<file path="src/rtl/sm_axil_config_loader_if.sv">
`default_nettype none
// ============================================================================
// Module   : sm_axil_config_loader_if
// Purpose  : AXI4-Lite channel bundle between a PS/VIP master and the loader.
// Revision : 1.0  initial release
// ============================================================================
interface sm_axil_config_loader_if #(
    parameter int ADDR_WIDTH = 5
);
    logic [ADDR_WIDTH-1:0] s_axi_awaddr;
    logic                  s_axi_awvalid;
    logic                  s_axi_awready;
    logic [31:0]           s_axi_wdata;
    logic                  s_axi_wvalid;
    logic                  s_axi_wready;
    logic [1:0]            s_axi_bresp;
    logic                  s_axi_bvalid;
    logic                  s_axi_bready;
    logic [ADDR_WIDTH-1:0] s_axi_araddr;
    logic                  s_axi_arvalid;
    logic                  s_axi_arready;
    logic [31:0]           s_axi_rdata;
    logic [1:0]            s_axi_rresp;
    logic                  s_axi_rvalid;
    logic                  s_axi_rready;

    modport master (
        output s_axi_awaddr, s_axi_awvalid, s_axi_wdata, s_axi_wvalid, s_axi_bready,
               s_axi_araddr, s_axi_arvalid, s_axi_rready,
        input  s_axi_awready, s_axi_wready, s_axi_bresp, s_axi_bvalid,
               s_axi_arready, s_axi_rdata, s_axi_rresp, s_axi_rvalid
    );

    modport slave (
        input  s_axi_awaddr, s_axi_awvalid, s_axi_wdata, s_axi_wvalid, s_axi_bready,
               s_axi_araddr, s_axi_arvalid, s_axi_rready,
        output s_axi_awready, s_axi_wready, s_axi_bresp, s_axi_bvalid,
               s_axi_arready, s_axi_rdata, s_axi_rresp, s_axi_rvalid
    );
endinterface
`default_nettype wire

</file>
<file path="src/rtl/sm_axil_config_loader.sv">
`default_nettype none
// ============================================================================
// Module   : sm_axil_config_loader
// Purpose  : AXI4-Lite loader for the Sherman-Morrison inverse-correlation
//            matrix and signature banks, with fill tracking and core enable.
// Revision : 1.0  initial release
// ============================================================================
module sm_axil_config_loader #(
    parameter int NUM_BANDS              = 16,
    parameter int CORRELATION_DATA_WIDTH = 32,
    parameter int NUM_SIGNATURES         = 1,
    parameter int ADDR_WIDTH             = 5,
    localparam int MAT_AW = $clog2(NUM_BANDS * NUM_BANDS),
    localparam int SIG_AW = $clog2(NUM_BANDS),
    localparam int SEL_W  = (NUM_SIGNATURES > 1) ? $clog2(NUM_SIGNATURES) : 1
) (
    input  wire logic                              clk,
    input  wire logic                              resetn,
    sm_axil_config_loader_if.slave                 s_axi,
    output logic                                   mat_wr_en,
    output logic [MAT_AW-1:0]                      mat_wr_addr,
    output logic                                   sig_wr_en,
    output logic [SEL_W-1:0]                       sig_wr_sel,
    output logic [SIG_AW-1:0]                      sig_wr_addr,
    output logic [CORRELATION_DATA_WIDTH-1:0]      cfg_wr_data,
    output logic                                   core_enable,
    output logic                                   cfg_ready
);

    localparam logic [0:0] W_IDLE = 1'b0;
    localparam logic [0:0] W_RESP = 1'b1;

    localparam int NSEL = 2 ** SEL_W;

    localparam logic [15:0] C_MAT_LIMIT = 16'(NUM_BANDS * NUM_BANDS);
    localparam logic [7:0]  C_SIG_LIMIT = 8'(NUM_BANDS);

    localparam logic [ADDR_WIDTH-1:0] C_ADDR_CTRL   = ADDR_WIDTH'(8'h00);
    localparam logic [ADDR_WIDTH-1:0] C_ADDR_MATRIX = ADDR_WIDTH'(8'h04);
    localparam logic [ADDR_WIDTH-1:0] C_ADDR_SIG    = ADDR_WIDTH'(8'h08);
    localparam logic [ADDR_WIDTH-1:0] C_ADDR_STATUS = ADDR_WIDTH'(8'h0C);
    localparam logic [ADDR_WIDTH-1:0] C_ADDR_SEL    = ADDR_WIDTH'(8'h10);

    logic                              r_live;
    logic [0:0]                        r_wstate;
    logic                              r_aw_held;
    logic                              r_w_held;
    logic [ADDR_WIDTH-1:0]             r_awaddr;
    logic [31:0]                       r_wdata;
    logic                              r_bvalid;
    logic [1:0]                        r_bresp;
    logic                              r_rvalid;
    logic [31:0]                       r_rdata;
    logic                              r_mat_wr_en;
    logic [MAT_AW-1:0]                 r_mat_wr_addr;
    logic                              r_sig_wr_en;
    logic [SEL_W-1:0]                  r_sig_wr_sel;
    logic [SIG_AW-1:0]                 r_sig_wr_addr;
    logic [CORRELATION_DATA_WIDTH-1:0] r_cfg_wr_data;
    logic                              r_enable;
    logic                              r_error;
    logic [SEL_W-1:0]                  r_sig_sel;
    logic [15:0]                       r_mat_cnt;
    logic [7:0]                        r_sig_cnt [NSEL];

    logic                  w_awready, w_wready, w_arready;
    logic                  w_aw_fire, w_w_fire, w_ar_fire;
    logic                  w_commit;
    logic [ADDR_WIDTH-1:0] w_waddr;
    logic [31:0]           w_wdata;
    logic                  w_mat_full;
    logic [NSEL-1:0]       w_sig_full;
    logic                  w_all_sig_full;
    logic                  w_cfg_ready;
    logic [7:0]            w_sel_cnt;
    logic                  w_slverr, w_set_err, w_do_mat, w_do_sig, w_clear, w_en_next;
    logic [SEL_W-1:0]      w_sel_next;
    logic [31:0]           w_rd;

    // r_live keeps every ready low until the first edge after reset release
    assign w_awready = r_live && (r_wstate == W_IDLE) && !r_aw_held;
    assign w_wready  = r_live && (r_wstate == W_IDLE) && !r_w_held;
    assign w_arready = r_live && !r_rvalid;
    assign w_aw_fire = s_axi.s_axi_awvalid && w_awready;
    assign w_w_fire  = s_axi.s_axi_wvalid && w_wready;
    assign w_ar_fire = s_axi.s_axi_arvalid && w_arready;

    // Commit in the same cycle the last of AW/W lands, so bvalid follows one cycle later
    assign w_commit = (r_wstate == W_IDLE) && (r_aw_held || w_aw_fire) && (r_w_held || w_w_fire);
    assign w_waddr  = r_aw_held ? r_awaddr : s_axi.s_axi_awaddr;
    assign w_wdata  = r_w_held ? r_wdata : s_axi.s_axi_wdata;

    assign w_mat_full = (r_mat_cnt >= C_MAT_LIMIT);
    assign w_sel_cnt  = r_sig_cnt[r_sig_sel];

    always_comb begin
        w_sig_full = '0;
        for (int i = 0; i < NSEL; i++) begin
            w_sig_full[i] = (i >= NUM_SIGNATURES) || (r_sig_cnt[i] >= C_SIG_LIMIT);
        end
    end

    assign w_all_sig_full = &w_sig_full;
    assign w_cfg_ready    = w_mat_full && w_all_sig_full;

    always_comb begin
        w_slverr   = 1'b0;
        w_set_err  = 1'b0;
        w_do_mat   = 1'b0;
        w_do_sig   = 1'b0;
        w_clear    = 1'b0;
        w_en_next  = r_enable;
        w_sel_next = r_sig_sel;
        case (w_waddr)
            C_ADDR_CTRL: begin
                if (w_wdata[1]) begin
                    w_clear = 1'b1;
                end else if (w_wdata[0]) begin
                    if (w_cfg_ready) w_en_next = 1'b1;
                    else             w_slverr  = 1'b1;
                end else begin
                    w_en_next = 1'b0;
                end
            end
            C_ADDR_MATRIX: begin
                if (!r_enable && !w_mat_full) begin
                    w_do_mat = 1'b1;
                end else begin
                    w_slverr  = 1'b1;
                    w_set_err = 1'b1;
                end
            end
            C_ADDR_SIG: begin
                if (!r_enable && (w_sel_cnt < C_SIG_LIMIT)) begin
                    w_do_sig = 1'b1;
                end else begin
                    w_slverr  = 1'b1;
                    w_set_err = 1'b1;
                end
            end
            C_ADDR_SEL: begin
                if (w_wdata < 32'(NUM_SIGNATURES)) w_sel_next = w_wdata[SEL_W-1:0];
                else                               w_slverr   = 1'b1;
            end
            default: ;
        endcase
    end

    always_ff @(posedge clk or negedge resetn) begin
        if (!resetn) begin
            r_live        <= 1'b0;
            r_wstate      <= W_IDLE;
            r_aw_held     <= 1'b0;
            r_w_held      <= 1'b0;
            r_awaddr      <= '0;
            r_wdata       <= '0;
            r_bvalid      <= 1'b0;
            r_bresp       <= 2'b00;
            r_mat_wr_en   <= 1'b0;
            r_mat_wr_addr <= '0;
            r_sig_wr_en   <= 1'b0;
            r_sig_wr_sel  <= '0;
            r_sig_wr_addr <= '0;
            r_cfg_wr_data <= '0;
            r_enable      <= 1'b0;
            r_error       <= 1'b0;
            r_sig_sel     <= '0;
            r_mat_cnt     <= '0;
            for (int i = 0; i < NSEL; i++) r_sig_cnt[i] <= '0;
        end else begin
            r_live      <= 1'b1;
            r_mat_wr_en <= 1'b0;
            r_sig_wr_en <= 1'b0;
            if (w_aw_fire) begin
                r_aw_held <= 1'b1;
                r_awaddr  <= s_axi.s_axi_awaddr;
            end
            if (w_w_fire) begin
                r_w_held <= 1'b1;
                r_wdata  <= s_axi.s_axi_wdata;
            end
            case (r_wstate)
                W_IDLE: begin
                    if (w_commit) begin
                        r_aw_held <= 1'b0;
                        r_w_held  <= 1'b0;
                        r_bvalid  <= 1'b1;
                        r_bresp   <= w_slverr ? 2'b10 : 2'b00;
                        r_wstate  <= W_RESP;
                        r_enable  <= w_en_next;
                        r_sig_sel <= w_sel_next;
                        if (w_set_err) r_error <= 1'b1;
                        if (w_do_mat) begin
                            r_mat_wr_en   <= 1'b1;
                            r_mat_wr_addr <= r_mat_cnt[MAT_AW-1:0];
                            r_cfg_wr_data <= w_wdata[CORRELATION_DATA_WIDTH-1:0];
                            r_mat_cnt     <= r_mat_cnt + 16'd1;
                        end
                        if (w_do_sig) begin
                            r_sig_wr_en          <= 1'b1;
                            r_sig_wr_sel         <= r_sig_sel;
                            r_sig_wr_addr        <= w_sel_cnt[SIG_AW-1:0];
                            r_cfg_wr_data        <= w_wdata[CORRELATION_DATA_WIDTH-1:0];
                            r_sig_cnt[r_sig_sel] <= w_sel_cnt + 8'd1;
                        end
                        if (w_clear) begin
                            r_enable  <= 1'b0;
                            r_error   <= 1'b0;
                            r_mat_cnt <= '0;
                            for (int i = 0; i < NSEL; i++) r_sig_cnt[i] <= '0;
                        end
                    end
                end
                W_RESP: begin
                    if (s_axi.s_axi_bready) begin
                        r_bvalid <= 1'b0;
                        r_wstate <= W_IDLE;
                    end
                end
                default: r_wstate <= W_IDLE;
            endcase
        end
    end

    always_comb begin
        w_rd = '0;
        case (s_axi.s_axi_araddr)
            C_ADDR_CTRL:   w_rd[0] = r_enable;
            C_ADDR_STATUS: w_rd = {r_mat_cnt, w_sel_cnt, 4'b0000, r_error, r_enable, w_all_sig_full, w_mat_full};
            C_ADDR_SEL:    w_rd[SEL_W-1:0] = r_sig_sel;
            default:       w_rd = '0;
        endcase
    end

    always_ff @(posedge clk or negedge resetn) begin
        if (!resetn) begin
            r_rvalid <= 1'b0;
            r_rdata  <= '0;
        end else if (w_ar_fire) begin
            r_rvalid <= 1'b1;
            r_rdata  <= w_rd;
        end else if (r_rvalid && s_axi.s_axi_rready) begin
            r_rvalid <= 1'b0;
        end
    end

    assign s_axi.s_axi_awready = w_awready;
    assign s_axi.s_axi_wready  = w_wready;
    assign s_axi.s_axi_bvalid  = r_bvalid;
    assign s_axi.s_axi_bresp   = r_bresp;
    assign s_axi.s_axi_arready = w_arready;
    assign s_axi.s_axi_rvalid  = r_rvalid;
    assign s_axi.s_axi_rdata   = r_rdata;
    assign s_axi.s_axi_rresp   = 2'b00;

    assign mat_wr_en   = r_mat_wr_en;
    assign mat_wr_addr = r_mat_wr_addr;
    assign sig_wr_en   = r_sig_wr_en;
    assign sig_wr_sel  = r_sig_wr_sel;
    assign sig_wr_addr = r_sig_wr_addr;
    assign cfg_wr_data = r_cfg_wr_data;
    assign core_enable = r_enable;
    assign cfg_ready   = w_cfg_ready;

endmodule
`default_nettype wire

</file>
<file path="src/flat_wrapper.sv">
// flat-port wrapper written by rule: the top's interface ports become plain ports
module sm_axil_config_loader_flat 
#(
    parameter int NUM_BANDS              = 16,
    parameter int CORRELATION_DATA_WIDTH = 32,
    parameter int NUM_SIGNATURES         = 1,
    parameter int ADDR_WIDTH             = 5,
    localparam int MAT_AW = $clog2(NUM_BANDS * NUM_BANDS),
    localparam int SIG_AW = $clog2(NUM_BANDS),
    localparam int SEL_W  = (NUM_SIGNATURES > 1) ? $clog2(NUM_SIGNATURES) : 1
)
  (clk, resetn, mat_wr_en, mat_wr_addr, sig_wr_en, sig_wr_sel, sig_wr_addr, cfg_wr_data, core_enable, cfg_ready, s_axi_s_axi_awaddr, s_axi_s_axi_awvalid, s_axi_s_axi_wdata, s_axi_s_axi_wvalid, s_axi_s_axi_bready, s_axi_s_axi_araddr, s_axi_s_axi_arvalid, s_axi_s_axi_rready, s_axi_s_axi_awready, s_axi_s_axi_wready, s_axi_s_axi_bresp, s_axi_s_axi_bvalid, s_axi_s_axi_arready, s_axi_s_axi_rdata, s_axi_s_axi_rresp, s_axi_s_axi_rvalid);
  sm_axil_config_loader_if #(.ADDR_WIDTH(ADDR_WIDTH)) s_axi_i ();
  input  wire logic clk;
  input  wire logic resetn;
  output logic mat_wr_en;
  output logic [MAT_AW-1:0] mat_wr_addr;
  output logic sig_wr_en;
  output logic [SEL_W-1:0] sig_wr_sel;
  output logic [SIG_AW-1:0] sig_wr_addr;
  output logic [CORRELATION_DATA_WIDTH-1:0] cfg_wr_data;
  output logic core_enable;
  output logic cfg_ready;
  input wire logic [$bits(s_axi_i.s_axi_awaddr)-1:0] s_axi_s_axi_awaddr;
  input wire logic [$bits(s_axi_i.s_axi_awvalid)-1:0] s_axi_s_axi_awvalid;
  input wire logic [$bits(s_axi_i.s_axi_wdata)-1:0] s_axi_s_axi_wdata;
  input wire logic [$bits(s_axi_i.s_axi_wvalid)-1:0] s_axi_s_axi_wvalid;
  input wire logic [$bits(s_axi_i.s_axi_bready)-1:0] s_axi_s_axi_bready;
  input wire logic [$bits(s_axi_i.s_axi_araddr)-1:0] s_axi_s_axi_araddr;
  input wire logic [$bits(s_axi_i.s_axi_arvalid)-1:0] s_axi_s_axi_arvalid;
  input wire logic [$bits(s_axi_i.s_axi_rready)-1:0] s_axi_s_axi_rready;
  output wire logic [$bits(s_axi_i.s_axi_awready)-1:0] s_axi_s_axi_awready;
  output wire logic [$bits(s_axi_i.s_axi_wready)-1:0] s_axi_s_axi_wready;
  output wire logic [$bits(s_axi_i.s_axi_bresp)-1:0] s_axi_s_axi_bresp;
  output wire logic [$bits(s_axi_i.s_axi_bvalid)-1:0] s_axi_s_axi_bvalid;
  output wire logic [$bits(s_axi_i.s_axi_arready)-1:0] s_axi_s_axi_arready;
  output wire logic [$bits(s_axi_i.s_axi_rdata)-1:0] s_axi_s_axi_rdata;
  output wire logic [$bits(s_axi_i.s_axi_rresp)-1:0] s_axi_s_axi_rresp;
  output wire logic [$bits(s_axi_i.s_axi_rvalid)-1:0] s_axi_s_axi_rvalid;
  assign s_axi_i.s_axi_awaddr = s_axi_s_axi_awaddr;
  assign s_axi_i.s_axi_awvalid = s_axi_s_axi_awvalid;
  assign s_axi_i.s_axi_wdata = s_axi_s_axi_wdata;
  assign s_axi_i.s_axi_wvalid = s_axi_s_axi_wvalid;
  assign s_axi_i.s_axi_bready = s_axi_s_axi_bready;
  assign s_axi_i.s_axi_araddr = s_axi_s_axi_araddr;
  assign s_axi_i.s_axi_arvalid = s_axi_s_axi_arvalid;
  assign s_axi_i.s_axi_rready = s_axi_s_axi_rready;
  assign s_axi_s_axi_awready = s_axi_i.s_axi_awready;
  assign s_axi_s_axi_wready = s_axi_i.s_axi_wready;
  assign s_axi_s_axi_bresp = s_axi_i.s_axi_bresp;
  assign s_axi_s_axi_bvalid = s_axi_i.s_axi_bvalid;
  assign s_axi_s_axi_arready = s_axi_i.s_axi_arready;
  assign s_axi_s_axi_rdata = s_axi_i.s_axi_rdata;
  assign s_axi_s_axi_rresp = s_axi_i.s_axi_rresp;
  assign s_axi_s_axi_rvalid = s_axi_i.s_axi_rvalid;
  sm_axil_config_loader #(.NUM_BANDS(NUM_BANDS), .CORRELATION_DATA_WIDTH(CORRELATION_DATA_WIDTH), .NUM_SIGNATURES(NUM_SIGNATURES), .ADDR_WIDTH(ADDR_WIDTH)) u_core (.clk(clk), .resetn(resetn), .s_axi(s_axi_i), .mat_wr_en(mat_wr_en), .mat_wr_addr(mat_wr_addr), .sig_wr_en(sig_wr_en), .sig_wr_sel(sig_wr_sel), .sig_wr_addr(sig_wr_addr), .cfg_wr_data(cfg_wr_data), .core_enable(core_enable), .cfg_ready(cfg_ready));
endmodule
</file>
<file path="config.mk">
export PLATFORM = sky130hd
export DESIGN_NAME = sm_axil_config_loader_flat
export DESIGN_NICKNAME = d
export VERILOG_FILES = /design/src/rtl/sm_axil_config_loader_if.sv /design/src/rtl/sm_axil_config_loader.sv /design/src/flat_wrapper.sv
export SDC_FILE = /design/constraint.sdc
export NUM_CORES = 1
export LEC_CHECK = 0
export ABC_AREA = 1
export CORE_ASPECT_RATIO = 0.9
export CORE_MARGIN = 2
export CORE_UTILIZATION = 45
export CTS_CLUSTER_DIAMETER = 120
export DETAILED_ROUTE_END_ITERATION = 8
export PLACE_DENSITY = 0.71
export SLEW_MARGIN = 25
export SYNTH_ARGS = -nofsm -noshare
export SYNTH_HDL_FRONTEND = slang
export SYNTH_SLANG_ARGS = --single-unit
</file>
<file path="constraint.sdc">
create_clock -name clk -period 5.2 [get_ports clk]
set_input_delay 1.04 -clock clk [delete_from_list [all_inputs] [get_ports clk]]
set_output_delay 1.04 -clock clk [all_outputs]
set_load 0.005 [all_outputs]
</file>
==> results of run 1 <==
## through the flow
step | total power [W] | hold WS [ns]
6_report | 0.00374 | 0.474
4_1_cts | 0.00377 | 0.474
3_3_place_gp | 0.00256 | 0.449
2_1_floorplan | 0.00230 | 0.434
3_5_place_dp | 0.00259 | 0.456
5_1_grt | 0.00402 | 0.497
## report_power, final
group          internal [W]  switching (W)
Combinational      0.000351       0.000653
Sequential          0.00143       0.000132
Clock              0.000631       0.000542
## kinds of logic (layout without fill, tap and decap cells)
family / Yosys count / in the layout / share of synthesized area [%]
and+or+nand+nor: 373 / 373 / 21.1
buffers and inverters: 157 / 283 / 9.71
DFF: 154 / 154 / 54.0
AOI/OAI and AO/OA: 152 / 152 / 13.5
xor gates and xnor gates: 9 / 9 / 1.10
adders and majority gates: 3 / 3 / 0.526
other: 2 / 8 / 0.105
## per-layer routing
| layer | part of all wire [%] | vias up |
|---|---|---|
| li1 | - | 2888 |
| met1 | 50 | 2651 |
| met2 | 44 | 136 |
| met3 | 4.9 | 16 |
| met4 | 1.3 | 0 |
| met5 | 0 | - |
## worst max-delay path: stages, from the launching register on
cell and delay (ns):
sky130_fd_sc_hd__dfrtp_1 0.37, sky130_fd_sc_hd__inv_1 0.10, sky130_fd_sc_hd__nand4_1 0.16, sky130_fd_sc_hd__o21ai_0 0.37
sky130_fd_sc_hd__inv_1 0.07, sky130_fd_sc_hd__clkdlybuf4s50_1 0.47
## path summary, 6_finish.rpt
kind                                                  from                            endpoint  slack [ns]  cells past startpoint
max                        u_core.r_mat_cnt[9]$_DFFE_PN0P_                           cfg_ready        2.20                      5
min                        u_core.r_sig_cnt[9]$_DFFE_PN0P_     u_core.r_sig_cnt[9]$_DFFE_PN0P_        0.47                      2
max reg2reg                      u_core.r_w_held$_DFF_PN0_   u_core.cfg_wr_data[0]$_DFFE_PN0P_        2.27                     11
min reg2reg                u_core.r_sig_cnt[9]$_DFFE_PN0P_     u_core.r_sig_cnt[9]$_DFFE_PN0P_        0.47                      2
max in group asynchronous                           resetn   u_core.mat_wr_addr[0]$_DFFE_PN0P_        3.55                      2
min in group asynchronous                           resetn  u_core.cfg_wr_data[10]$_DFFE_PN0P_        0.63                      1
## final cells by class
cell class | instances | area (µm²)
repair buffers | 136 | 1350
flip-flops and latches | 154 | 3850
clock inverters | 15 | 131
well taps | 202 | 253
inverters | 115 | 434
multi-input cells | 545 | 2630
fillers | 1368 | 6420
clock buffers | 17 | 425
## flip-flops by register name, indices dropped and copies added (netlist names)
name	cells
u_core.sig_wr_sel	1
u_core.mat_wr_addr	8
u_core.r_sig_sel	1
u_core.r_live	1
u_core.sig_wr_addr	4
u_core.s_axi.s_axi_rdata	28
u_core.r_w_held	1
u_core.s_axi.s_axi_rvalid	1
u_core.mat_wr_en	1
u_core.core_enable	1
u_core.r_wstate	1
u_core.r_error	1
u_core.s_axi.s_axi_bvalid	1
u_core.sig_wr_en	1
u_core.r_awaddr	5
u_core.cfg_wr_data	32
u_core.r_mat_cnt	16
u_core.s_axi.s_axi_bresp	1
u_core.r_wdata	32
u_core.r_sig_cnt	16
u_core.r_aw_held	1
## cells in the final DEF (no fill, tap or decap), types with 4 or more instances in the layout
cell | synthesis | layout
sky130_fd_sc_hd__conb_1 | 2 | 8
sky130_fd_sc_hd__nand2_2 | 4 | 4
sky130_fd_sc_hd__clkbuf_16 | 0 | 17
sky130_fd_sc_hd__o21ai_0 | 76 | 76
sky130_fd_sc_hd__o21ai_2 | 34 | 34
sky130_fd_sc_hd__o31ai_1 | 23 | 23
sky130_fd_sc_hd__inv_1 | 111 | 111
sky130_fd_sc_hd__inv_8 | 0 | 4
sky130_fd_sc_hd__nand3_1 | 29 | 27
sky130_fd_sc_hd__a21oi_1 | 11 | 11
sky130_fd_sc_hd__nor3_1 | 5 | 5
sky130_fd_sc_hd__dfrtp_1 | 154 | 154
sky130_fd_sc_hd__clkdlybuf4s50_1 | 0 | 130
sky130_fd_sc_hd__xor2_1 | 7 | 7
sky130_fd_sc_hd__buf_4 | 9 | 5
sky130_fd_sc_hd__nor2_1 | 50 | 50
sky130_fd_sc_hd__nand2_1 | 274 | 274
sky130_fd_sc_hd__inv_6 | 0 | 6
==> results.txt, run 1 <==
- Outcome: finished clean
- Half-perimeter wire length after detailed placement: 10.9 mm
- In this run the cell area measured after placement is 8520 µm².
* Fraction of registers with async set or reset after synthesis: 100%
- At the end of the flow, the number of nets in the layout was 1021.
- After routing the design area is 9070 µm².
- Post-synthesis cell type with the largest combined area: sky130_fd_sc_hd__dfrtp_1
- Clock tree from TritonCTS: yes
- 139 I/O pins were placed.
- Hold violation count in the final report: 0
- Number of standard cells in the layout, taps in and fillers out: 1184
- Maximum vdd drop: 0.000257 V
- Top-count cell post-synth: sky130_fd_sc_hd__nand2_1
- After clock tree synthesis, the clock-pin slew on the worst setup and hold paths is 0.07 ns.
- Number of synthesized register bits: 154
- At the pin with the least slew margin, the transition time is 0.788 ns.
* Clock latency on the worst-skew pair: 0.43 ns
- The via count of the first global-routing pass is 5230.
* Sequential-to-total area share from yosys stat: 54.0%
* Total GRT Usage: 20.1%
- Die height: 124 µm
* Post-synthesis cell type count: 35
- The initial utilization of the core area, before any placement, comes to 46.1%.
* End-of-flow core utilization: 58.6%
* Number of standard-cell rows in the floorplan: 43
- Worst path required time: 4.16 ns
* Number of sinks driven by the clock tree: 154
- Worst setup skew after layout: 0.0113 ns
* Cell area after technology mapping: 7140 µm²
- Layout cells sized above 1: 9.16%
* DRT Wirelength: 15.7 mm
- Via Count: 5691
* Static leakage: 4.46 nW
- Top cells by area, synth: sky130_fd_sc_hd__dfrtp_1, sky130_fd_sc_hd__nand2_1, sky130_fd_sc_hd__inv_1
* Number of antenna cells inserted: 0
- The critical path is of the reg2out type.
* Time the final worst path needs with I/O delays and setup: 3.00 ns
- Number of antenna violations at the first check in global routing: 0
- The count of nets left with antenna violations once routing finished came out at 0.
- Core box area: 15500 µm²
* Remaining design rule violation count: 0
- Master cell of the clock root buffer: sky130_fd_sc_hd__clkbuf_16
- First-iteration detailed-routing DRC count: 370
- Buffer levels on the longest clock path: 2
- For this run, global-route usage on met3 was measured as 5.25%.
- Setup repair after global routing left no endpoint under its margin.
* Slack of the critical path: 2.20 ns
- The first global-routing pass estimated 26.1 mm of wire.
* Number of buffers created by CTS: 17
- Post-CTS setup-driven buffer insertion count: 0
- STA classifies the critical path startpoint as a flop.
* Top cell type's share of synthesized area: 54.0%
- For this design, the CTS-stage hold fixing added 0 buffers.
* Largest net degree at the start of global routing: 76
- Final setup violation count: 0
* Slew Limit Headroom: 47.4%
* Max-cap check violation count: 0
* Worst slack after detailed placement: 1.87 ns
- HP Class: reg2reg
* Average detailed-routed wire length per instance: 13.3 µm
- Routability-driven placement finished with a final weighted congestion of 0.831.
- Drt via density: 4.81
* Global Route met1 Usage: 29.5%
* Total Neg Setup Slack: 0 ns
- The commonest cells after synthesis are sky130_fd_sc_hd__nand2_1, sky130_fd_sc_hd__dfrtp_1, sky130_fd_sc_hd__inv_1.
* Placed cells: 1152
- Count of synthesis-stage warnings from yosys: 0
- Power density over cell area: 412 nW/µm²
* Number of input and output port buffers inserted: 131
* Horizontal extent of the die: 137 µm
- In this run, post-CTS repair resized a total of 0 instances.
- Global routing used 29.2% of the available met2 tracks.
* Critical path capture point type: primary output
* GRT busiest layer: met1
- Static timing analysis puts the maximum clock frequency at 0.333 GHz.
- In the finished design, the share of the clock period the worst path needs comes to 57.7%.
- Of all nets on the critical path, the largest fanout is 3.
- Crit path DAT: 1.96 ns
* Die ar.: 16900 µm²
* Count of TritonRoute iterations in the first routing pass: 5
* Pins over their slew limit: 0
- Counting every instance in the synthesized netlist gives 850.
- A synthesized cell averages 8.40 µm².
- From synthesis to final layout, the design area changed by 27.1%.
- Max H-tree Level: 4
- For this run the aggregate overflow at the end of global routing stands at 0.
- The synthesized design contains 0 enable-type register cells.
* Top flip-flop cell by instance count after synthesis: sky130_fd_sc_hd__dfrtp_1
(Power assumes the default switching activity.)
==> run 2: changes to the inputs <==
--- a/config.mk
+++ b/config.mk
@@ -11,7 +11,7 @@
 export CORE_UTILIZATION = 45
 export CTS_CLUSTER_DIAMETER = 120
 export DETAILED_ROUTE_END_ITERATION = 8
-export PLACE_DENSITY = 0.71
+export PLACE_DENSITY = 0.74
 export SLEW_MARGIN = 25
 export SYNTH_ARGS = -nofsm -noshare
 export SYNTH_HDL_FRONTEND = slang
==> constraint.sdc (replaced) <==
create_clock -name clk -period 2.45 [get_ports clk]
set_input_delay 0.49 -clock clk [delete_from_list [all_inputs] [get_ports clk]]
set_output_delay 0.49 -clock clk [all_outputs]
set_load 0.005 [all_outputs]
==> results.txt, run 2 (synthesis results as in run 1) <==
- Outcome: finished clean
- The number of violations of the max-capacitance limit is 0 (unchanged).
- Unrepaired setup endpoints after global routing: no
- The endpoint arrival time on the critical path was 1.83 ns (-0.13 ns).
- STA classifies the critical path endpoint as a primary output.
- Number of input and output port buffers inserted: 131 (unchanged)
* Final setup violation count: 0 (unchanged)
- Internal power consumption: 0.00536 W (+120%)
- Aggregate global routing overflow: 0 (unchanged)
* Worst slack after detailed placement: 0.0579 ns (-1.81 ns)
- The aggregate negative setup slack was 0 ns (unchanged).
- The average wire length per cell after detail routing is 13.3 µm (+0.14%).
* Clock network power share: 31.4% (about the same)
- The via count of the first global-routing pass is 5273 (+0.82%).
- Time the final worst path needs with I/O delays and setup: 2.32 ns
- Clock tree from TritonCTS: yes
- The insertion delay to the later sink of the worst-skew pair was 0.43 ns (about the same).
- Worst path required time: 1.96 ns (-2.20 ns)
- Half-perimeter wire length after detailed placement: 11.7 mm (+7.1%)
- The largest net degree at the start of global routing is 83 (+9.2%).
* Reg-to-reg setup timing slack: 0.40 ns (-1.87 ns)
- Horizontal extent of the die: 137 µm (unchanged)
* Global-route wire length before repair: 26.0 mm (-0.42%)
- The sequential power share came to 41.0% (-0.8 points).
- The diode insertion count for antenna repair is 0 (unchanged).
- Number of standard-cell rows in the floorplan: 43 (unchanged)
* Slew Limit Headroom: 62.7% (+15 points)
* Post-detailed-route count of antenna-violating nets: 0 (unchanged)
- Leaving out fill and tap cells, the most frequent cells in the layout are sky130_fd_sc_hd__nand2_1, sky130_fd_sc_hd__dfrtp_1, sky130_fd_sc_hd__clkdlybuf4s50_1, sky130_fd_sc_hd__inv_1, sky130_fd_sc_hd__o21ai_0.
- Critical path launch point type: flop
- Maximum vdd drop: 0.000550 V (+110%)
* Remaining design rule violation count: 0 (unchanged)
- Hold violation count in the final report: 0 (unchanged)
- The total CTS buffers came to 17 (unchanged).
- Area growth from synthesis to layout: 30.3%
- Core box area: 15500 µm² (unchanged)
* Worst setup path category: reg2out
- The transition time at the pin with the least slew margin came to 0.560 ns (-0.229 ns).
* Switching power share of the total: 34.1% (-1.4 points)
- Die height: 124 µm (unchanged)
- The tightest min-delay check is of the reg2reg type.
- The clock slew at the register clock pins of the worst setup and hold paths was 0.06 ns (about the same).
- I/O pin total: 139 (unchanged)
- The buffer count from post-CTS setup fixing is 0 (unchanged).
- The detail-routed via count per cell is 4.75 (-1.2%).
* Layout cells sized above 1: 11.0% (+1.8 points)
- The aggregate global-route resource usage came to 20.0% (-0.071 points).
- The total leakage power was 4.59 nW (+2.9%).
- Highest Clock Rate: 0.432 GHz
- The final design area excluding fillers was 9310 µm² (+2.6%).
* Starting Density: 46.1% (unchanged)
* Part of the total power dissipated in combinational logic: 27.6% (+0.7 points)
- The overall via count from detail_route was 5723 (+0.56%).
* Slack of the critical path: 0.134 ns (-2.07 ns)
- The buffer levels on the longest clock path was 2 (unchanged).
- The max-slew violation count is 0 (unchanged).
- The area enclosed by the die boundary was 16900 µm² (unchanged).
- Leaving out fill and tap cells, the most frequent cell in the layout is sky130_fd_sc_hd__nand2_1.
- The peak fanout along the critical path was 2 (-1).
* Number of nets in the final layout: 1042 (+2.1%)
* Sw power: 0.00278 W (+110%)
- DRT Wirelength: 16.0 mm (+1.9%)
- The power per standard cell area came to 874 nW/µm² (+110%).
- Clock tree synthesis selected as its root buffer the cell sky130_fd_sc_hd__clkbuf_16.
* Post-layout power: 0.00814 W (+120%)
- The detailed-routing iteration count for the pre-antenna-repair pass was 5 (unchanged).
- The worst path uses 94.5% of the clock period.
- Max H-tree Level: 4 (unchanged)
- The global placer's final weighted congestion came to 0.816 (-1.8%).
* Number of antenna violations at the first check in global routing: 0 (unchanged)
- Worst setup skew after layout: 0.0108 ns (-0.000561 ns)
- First-iteration detailed-routing DRC count: 353 (-4.6%)
- The number of clock sinks seen by CTS came to 154 (unchanged).
* Post-place instance area: 8710 µm² (+2.3%)
[run 2: cell types whose count changed in the layout (fill, tap and decap cells not counted), sizes merged]
cell / previous run / this run
inv: 125 / 119
clkbuf: 17 / 20
clkinvlp: 2 / 3
clkinv: 3 / 4
dlygate4sd3: 0 / 1
buf: 6 / 26
bufinv: 0 / 1
[run 2: final timing paths]
kind / from / endpoint / cells past startpoint
worst max-delay path: u_core.r_mat_cnt[8]$_DFFE_PN0P_ / cfg_ready / 5
worst min-delay path: u_core.r_sig_cnt[8]$_DFFE_PN0P_ / u_core.r_sig_cnt[8]$_DFFE_PN0P_ / 2
worst max register to register: u_core.r_w_held$_DFF_PN0_ / u_core.r_mat_cnt[4]$_DFFE_PN0P_ / 10
worst min register to register: u_core.r_sig_cnt[8]$_DFFE_PN0P_ / u_core.r_sig_cnt[8]$_DFFE_PN0P_ / 2
max in group asynchronous: resetn / u_core.s_axi.s_axi_rdata[25]$_DFFE_PN0P_ / 3
min in group asynchronous: resetn / u_core.r_wdata[18]$_DFFE_PN0P_ / 2
[run 2: final cells by class]
class / instances / area [µm²]
Inverter: 115 / 434
Timing Repair Buffer: 157 / 1560
Clock buffer: 20 / 467
Multi-Input combinational cell: 545 / 2630
Tap cell: 202 / 253
Fill cell: 1338 / 6190
Clock inverter: 12 / 114
Sequential cell: 154 / 3850
[run 2: power by group through the flow]
| stage | sequential [W] | combinational (W) | clock (W) |
|---|---|---|---|
| floorplan | 0.00328 | 0.00159 | 0 |
| global placement | 0.00335 | 0.00220 | 0 |
| detailed placement | 0.00337 | 0.00225 | 0 |
| CTS | 0.00333 | 0.00226 | 0.00261 |
| global route | 0.00339 | 0.00260 | 0.00271 |
| finish | 0.00333 | 0.00225 | 0.00256 |
[run 2: critical path, cell delays in order, from the launching register on]
cell and delay [ns]:
sky130_fd_sc_hd__dfrtp_1 0.38, sky130_fd_sc_hd__inv_1 0.11, sky130_fd_sc_hd__nand4_1 0.19, sky130_fd_sc_hd__o21ai_2 0.22, sky130_fd_sc_hd__inv_1 0.06, sky130_fd_sc_hd__clkdlybuf4s50_1 0.46
[run 2: what timing repair did]
action	4_1_cts	5_1_grt
setup endpoints to repair	1	1
hold buffers	1	0
endpoints found under the hold margin	33	0
gates resized for setup	1	1
[run 2: layer usage]
layer  track usage [%]  up-vias  wire length [µm]
met2              30.3      107              7290
met3              3.77       18               467
met1              28.7     2673              7990
li1                  -     2925                 -
met5                 0        -                 0
met4              7.93        0               253
[run 2: metrics by stage]
stage,std cells,utilization [%],hold slack (ns)
4_1_cts,1205,60.0,0.474
6_report,1205,60.1,0.472
2_1_floorplan,856,-,0.194
3_3_place_gp,1172,56.2,0.410
3_5_place_dp,1172,56.2,0.410
5_1_grt,1205,60.1,0.487
==> run 3: changes to the inputs <==
--- a/config.mk
+++ b/config.mk
@@ -6,12 +6,14 @@
 export NUM_CORES = 1
 export LEC_CHECK = 0
 export ABC_AREA = 1
+export CELL_PAD_IN_SITES_DETAIL_PLACEMENT = 1
+export CELL_PAD_IN_SITES_GLOBAL_PLACEMENT = 1
 export CORE_ASPECT_RATIO = 0.9
 export CORE_MARGIN = 2
-export CORE_UTILIZATION = 45
+export CORE_UTILIZATION = 35
 export CTS_CLUSTER_DIAMETER = 120
 export DETAILED_ROUTE_END_ITERATION = 8
-export PLACE_DENSITY = 0.74
+export PLACE_DENSITY = 0.77
 export SLEW_MARGIN = 25
 export SYNTH_ARGS = -nofsm -noshare
 export SYNTH_HDL_FRONTEND = slang
==> results.txt, run 3 (synthesis results as in run 1) <==
- Post-detailed-route count of antenna-violating nets: 0 (unchanged)
* Aggregate global routing overflow: 0 (unchanged)
- The slack of the critical path came to 0.0883 ns (-0.0459 ns).
* Period Utilization, post-route: 96.4% (+1.9 points)
* Master cell of the clock root buffer: sky130_fd_sc_hd__clkbuf_16
- The initial antenna violation count was 0 (unchanged).
- The number of DRC violations after detailed-routing iteration 0 is 220 (-38%).
- The total power came to 0.00830 W (+2.0%).
* Max-cap check violation count: 0 (unchanged)
- STA classifies the critical path endpoint as a primary output.
* Clock latency on the worst-skew pair: 0.43 ns (about the same)
- Largest net degree at the start of global routing: 65 (-22%)
- Layout cells sized above 1: 10.9% (-0.078 points)
* Worst slack on hold paths: -0.00256 ns (-0.475 ns)
* Number of sinks driven by the clock tree: 154 (unchanged)
- The top cell types in the final layout, fill and taps aside, are sky130_fd_sc_hd__nand2_1, sky130_fd_sc_hd__dfrtp_1, sky130_fd_sc_hd__clkdlybuf4s50_1, sky130_fd_sc_hd__inv_1, sky130_fd_sc_hd__o21ai_0.
* Hold violation count in the final report: 1 (+1)
- Number of standard-cell rows in the floorplan: 49 (+14%)
* Horizontal extent of the die: 155 µm (+13%)
- The buffer levels on the longest clock path was 2 (unchanged).
- The max-slew violation count is 0 (unchanged).
* Fillcell total: 2360 (+76%)
- Reg-to-reg setup timing slack: 0.25 ns (-0.15 ns)
- The remaining routing DRC violations came to 0 (unchanged).
* Part of the total power dissipated in combinational logic: 28.1% (+0.5 points)
- Following the worst setup path forward leads to its endpoint at cfg_ready.
- In this run the critical register-to-register path is launched from u_core.r_w_held$_DFF_PN0_.
- Launching element of the worst setup path: u_core.r_mat_cnt[8]$_DFFE_PN0P_
- Cell with the biggest individual delay on the critical path: sky130_fd_sc_hd__clkdlybuf4s50_1
- Via Count: 5863 (+2.4%)
- Number of cells traversed by the worst register-to-register path: 10 (unchanged)
- The overall routed net length was 19.3 mm (+20%).
* Cell seen most often among critical-path stages: sky130_fd_sc_hd__inv_1
- Slew @ Worst Pin: 0.581 ns (+0.0213 ns)
- Clock slew at the register clock pins of the worst setup and hold paths: 0.07 ns (about the same)
- Final GP Congestion: 0.791 (-3.0%)
- Number of buffers added to fix hold violations after cts: 0 (-1)
- Worst setup skew after layout: 0.00991 ns (-0.000867 ns)
* Average detailed-routed wire length per instance: 15.3 µm (+15%)
- Setup repair after global routing left no endpoint under its margin.
- The post-route minimum period is 2.36 ns (+0.0459 ns).
- The total leakage power was 4.59 nW (about the same).
* Crit path DAT: 1.87 ns (+0.04 ns)
* Die height: 140 µm (+13%)
- The endpoint identified for the worst register-to-register timing path is u_core.r_mat_cnt[0]$_DFFE_PN0P_.
* Slew Limit Headroom: 61.3% (-1.4 points)
* Switching power share of the total: 37.1% (+2.9 points)
* Clock network power share: 31.6% (+0.2 points)
- The worst IR drop on VDD was 0.000484 V (-12%).
* Outcome: complete, but fails checks
- Max FO, Critical Path: 2 (unchanged)
* Worst Path Buf+Inv: 3 (unchanged)
- Highest Clock Rate: 0.423 GHz (-1.9%)
- The placeable core area came to 20000 µm² (+29%).
- Half-perimeter wire length after detailed placement: 13.8 mm (+18%)
- The number of logic stages on the critical path including buffering is 5 (unchanged).
* Footprint of the flip-flops and latches: 3850 µm² (unchanged)
* I/O pin total: 139 (unchanged)
- The critical path's largest stage delay came to 0.44 ns (-0.02 ns).
- Leaving out fill and tap cells, the most frequent cell in the layout is sky130_fd_sc_hd__nand2_1.
* Max H-tree Level: 4 (unchanged)
- Worst slack after detailed placement: 0.0175 ns (-0.0404 ns)
- Worst path required time: 1.96 ns (about the same)
- TritonCTS built the clock tree.
* Number of antenna cells inserted: 0 (unchanged)
- Power density over cell area: 885 nW/µm² (+1.2%)
- The total CTS buffers is 17 (unchanged).
- The via count of the first global-routing pass is 6293 (+19%).
* Flop pwr share: 40.3% (-0.7 points)
- The aggregate global-route resource usage came to 18.9% (-1.1 points).
* Final setup violation count: 0 (unchanged)
* HP Class: in2async
* Internal power consumption: 0.00523 W (-2.5%)
- Cell-by-cell listing of the critical path: inv_1, nand4_1, o21ai_2, inv_1, clkdlybuf4s50_1
- The detailed-routing iteration count for the pre-antenna-repair pass was 4 (-1).
* Critical path launch point type: flop
- The initial core utilization was 35.7% (-10 points).
- Compared with the post-synthesis result, the final layout area differs by 31.4%.
- Die ar.: 21600 µm² (+28%)
- The cell family contributing the most delay on the critical path is buffers and inverters.
- The wire length of the first global-routing pass came to 32.4 mm (+24%).
- The switching power came to 0.00308 W (+11%).
- The worst setup path is of the reg2out kind.
- Area used by multi-input combinational logic: 2630 µm² (unchanged)
- Violated checks: hold timing
- The number of nets in the layout came to 1040 (-0.19%).
- Drt via density: 4.67 (-1.7%)
* Total Neg Setup Slack: 0 ns (unchanged)
- The count of input and output buffers came to 131 (unchanged).
run 3: cell types whose count changed in the layout (fill, tap and decap cells not counted):
cell                            delta
sky130_fd_sc_hd__clkinvlp_4        -1
sky130_fd_sc_hd__inv_8             +3
sky130_fd_sc_hd__dlygate4sd3_1     -1
sky130_fd_sc_hd__buf_4             -2
sky130_fd_sc_hd__inv_6             +1
sky130_fd_sc_hd__clkinv_2          -3
sky130_fd_sc_hd__bufinv_16         -1
sky130_fd_sc_hd__buf_12            +1
sky130_fd_sc_hd__clkinv_8          +4
sky130_fd_sc_hd__clkbuf_8          -3
run 3: metal layers:
metal	track usage [%]	vias up	wire length, µm
met5	0	-	0
met3	3.61	9	507
met4	4.34	0	163
met2	30.9	98	9240
met1	26.2	2834	9340
li1	-	2922	-
run 3: worst min-delay path by stage:
stage / start / end / slack [ns] / cells after the start
2_1_floorplan: resetn / u_core.cfg_wr_data[0]$_DFFE_PN0P_ / 0.19 / 0
3_3_place_gp: u_core.r_sig_cnt[10]$_DFFE_PN0P_ / u_core.r_sig_cnt[10]$_DFFE_PN0P_ / 0.46 / 2
3_5_place_dp: u_core.r_sig_cnt[10]$_DFFE_PN0P_ / u_core.r_sig_cnt[10]$_DFFE_PN0P_ / 0.46 / 2
4_1_cts: resetn / u_core.cfg_wr_data[19]$_DFFE_PN0P_ / 0.001 / 1
5_1_grt: resetn / u_core.r_wdata[19]$_DFFE_PN0P_ / 0.006 / 1
6_report: resetn / u_core.r_wdata[19]$_DFFE_PN0P_ / -0.003 / 1
run 3: final cells by class:
type | instances | area share (%)
sequential | 154 | 41.1
tap | 255 | 3.40
clock inverter | 15 | 1.80
inverter | 115 | 4.63
multi-input combinational | 545 | 28.0
timing repair buffer | 155 | 16.6
clock buffer | 17 | 4.53
run 3: through the flow:
step	instance area [µm²]	hold WS, ns	util (%)	std cells
final	9380	-0.00256	46.9	1256
after global placement	8780	0.456	43.9	1223
after CTS	9370	0.00129	46.9	1255
after floorplan	7160	0.194	-	856
after global routing	9380	0.00590	46.9	1256
after detailed placement	8780	0.460	43.9	1223
run 3: what timing repair did:
item / 4_1_cts / 5_1_grt
hold endpoints to repair: 0 / 0
setup endpoints to repair: 1 / 1
gates resized for setup: 2 / 0
buffers inserted: 0 / 1
pin swaps: 0 / 2
run 3: power groups by stage:
stage | Sequential, W | Clock (W) | Combinational (W)
finish | 0.00335 | 0.00262 | 0.00233
global route | 0.00341 | 0.00280 | 0.00270
CTS | 0.00335 | 0.00269 | 0.00237
detailed placement | 0.00339 | 0 | 0.00233
global placement | 0.00337 | 0 | 0.00224
floorplan | 0.00328 | 0 | 0.00159
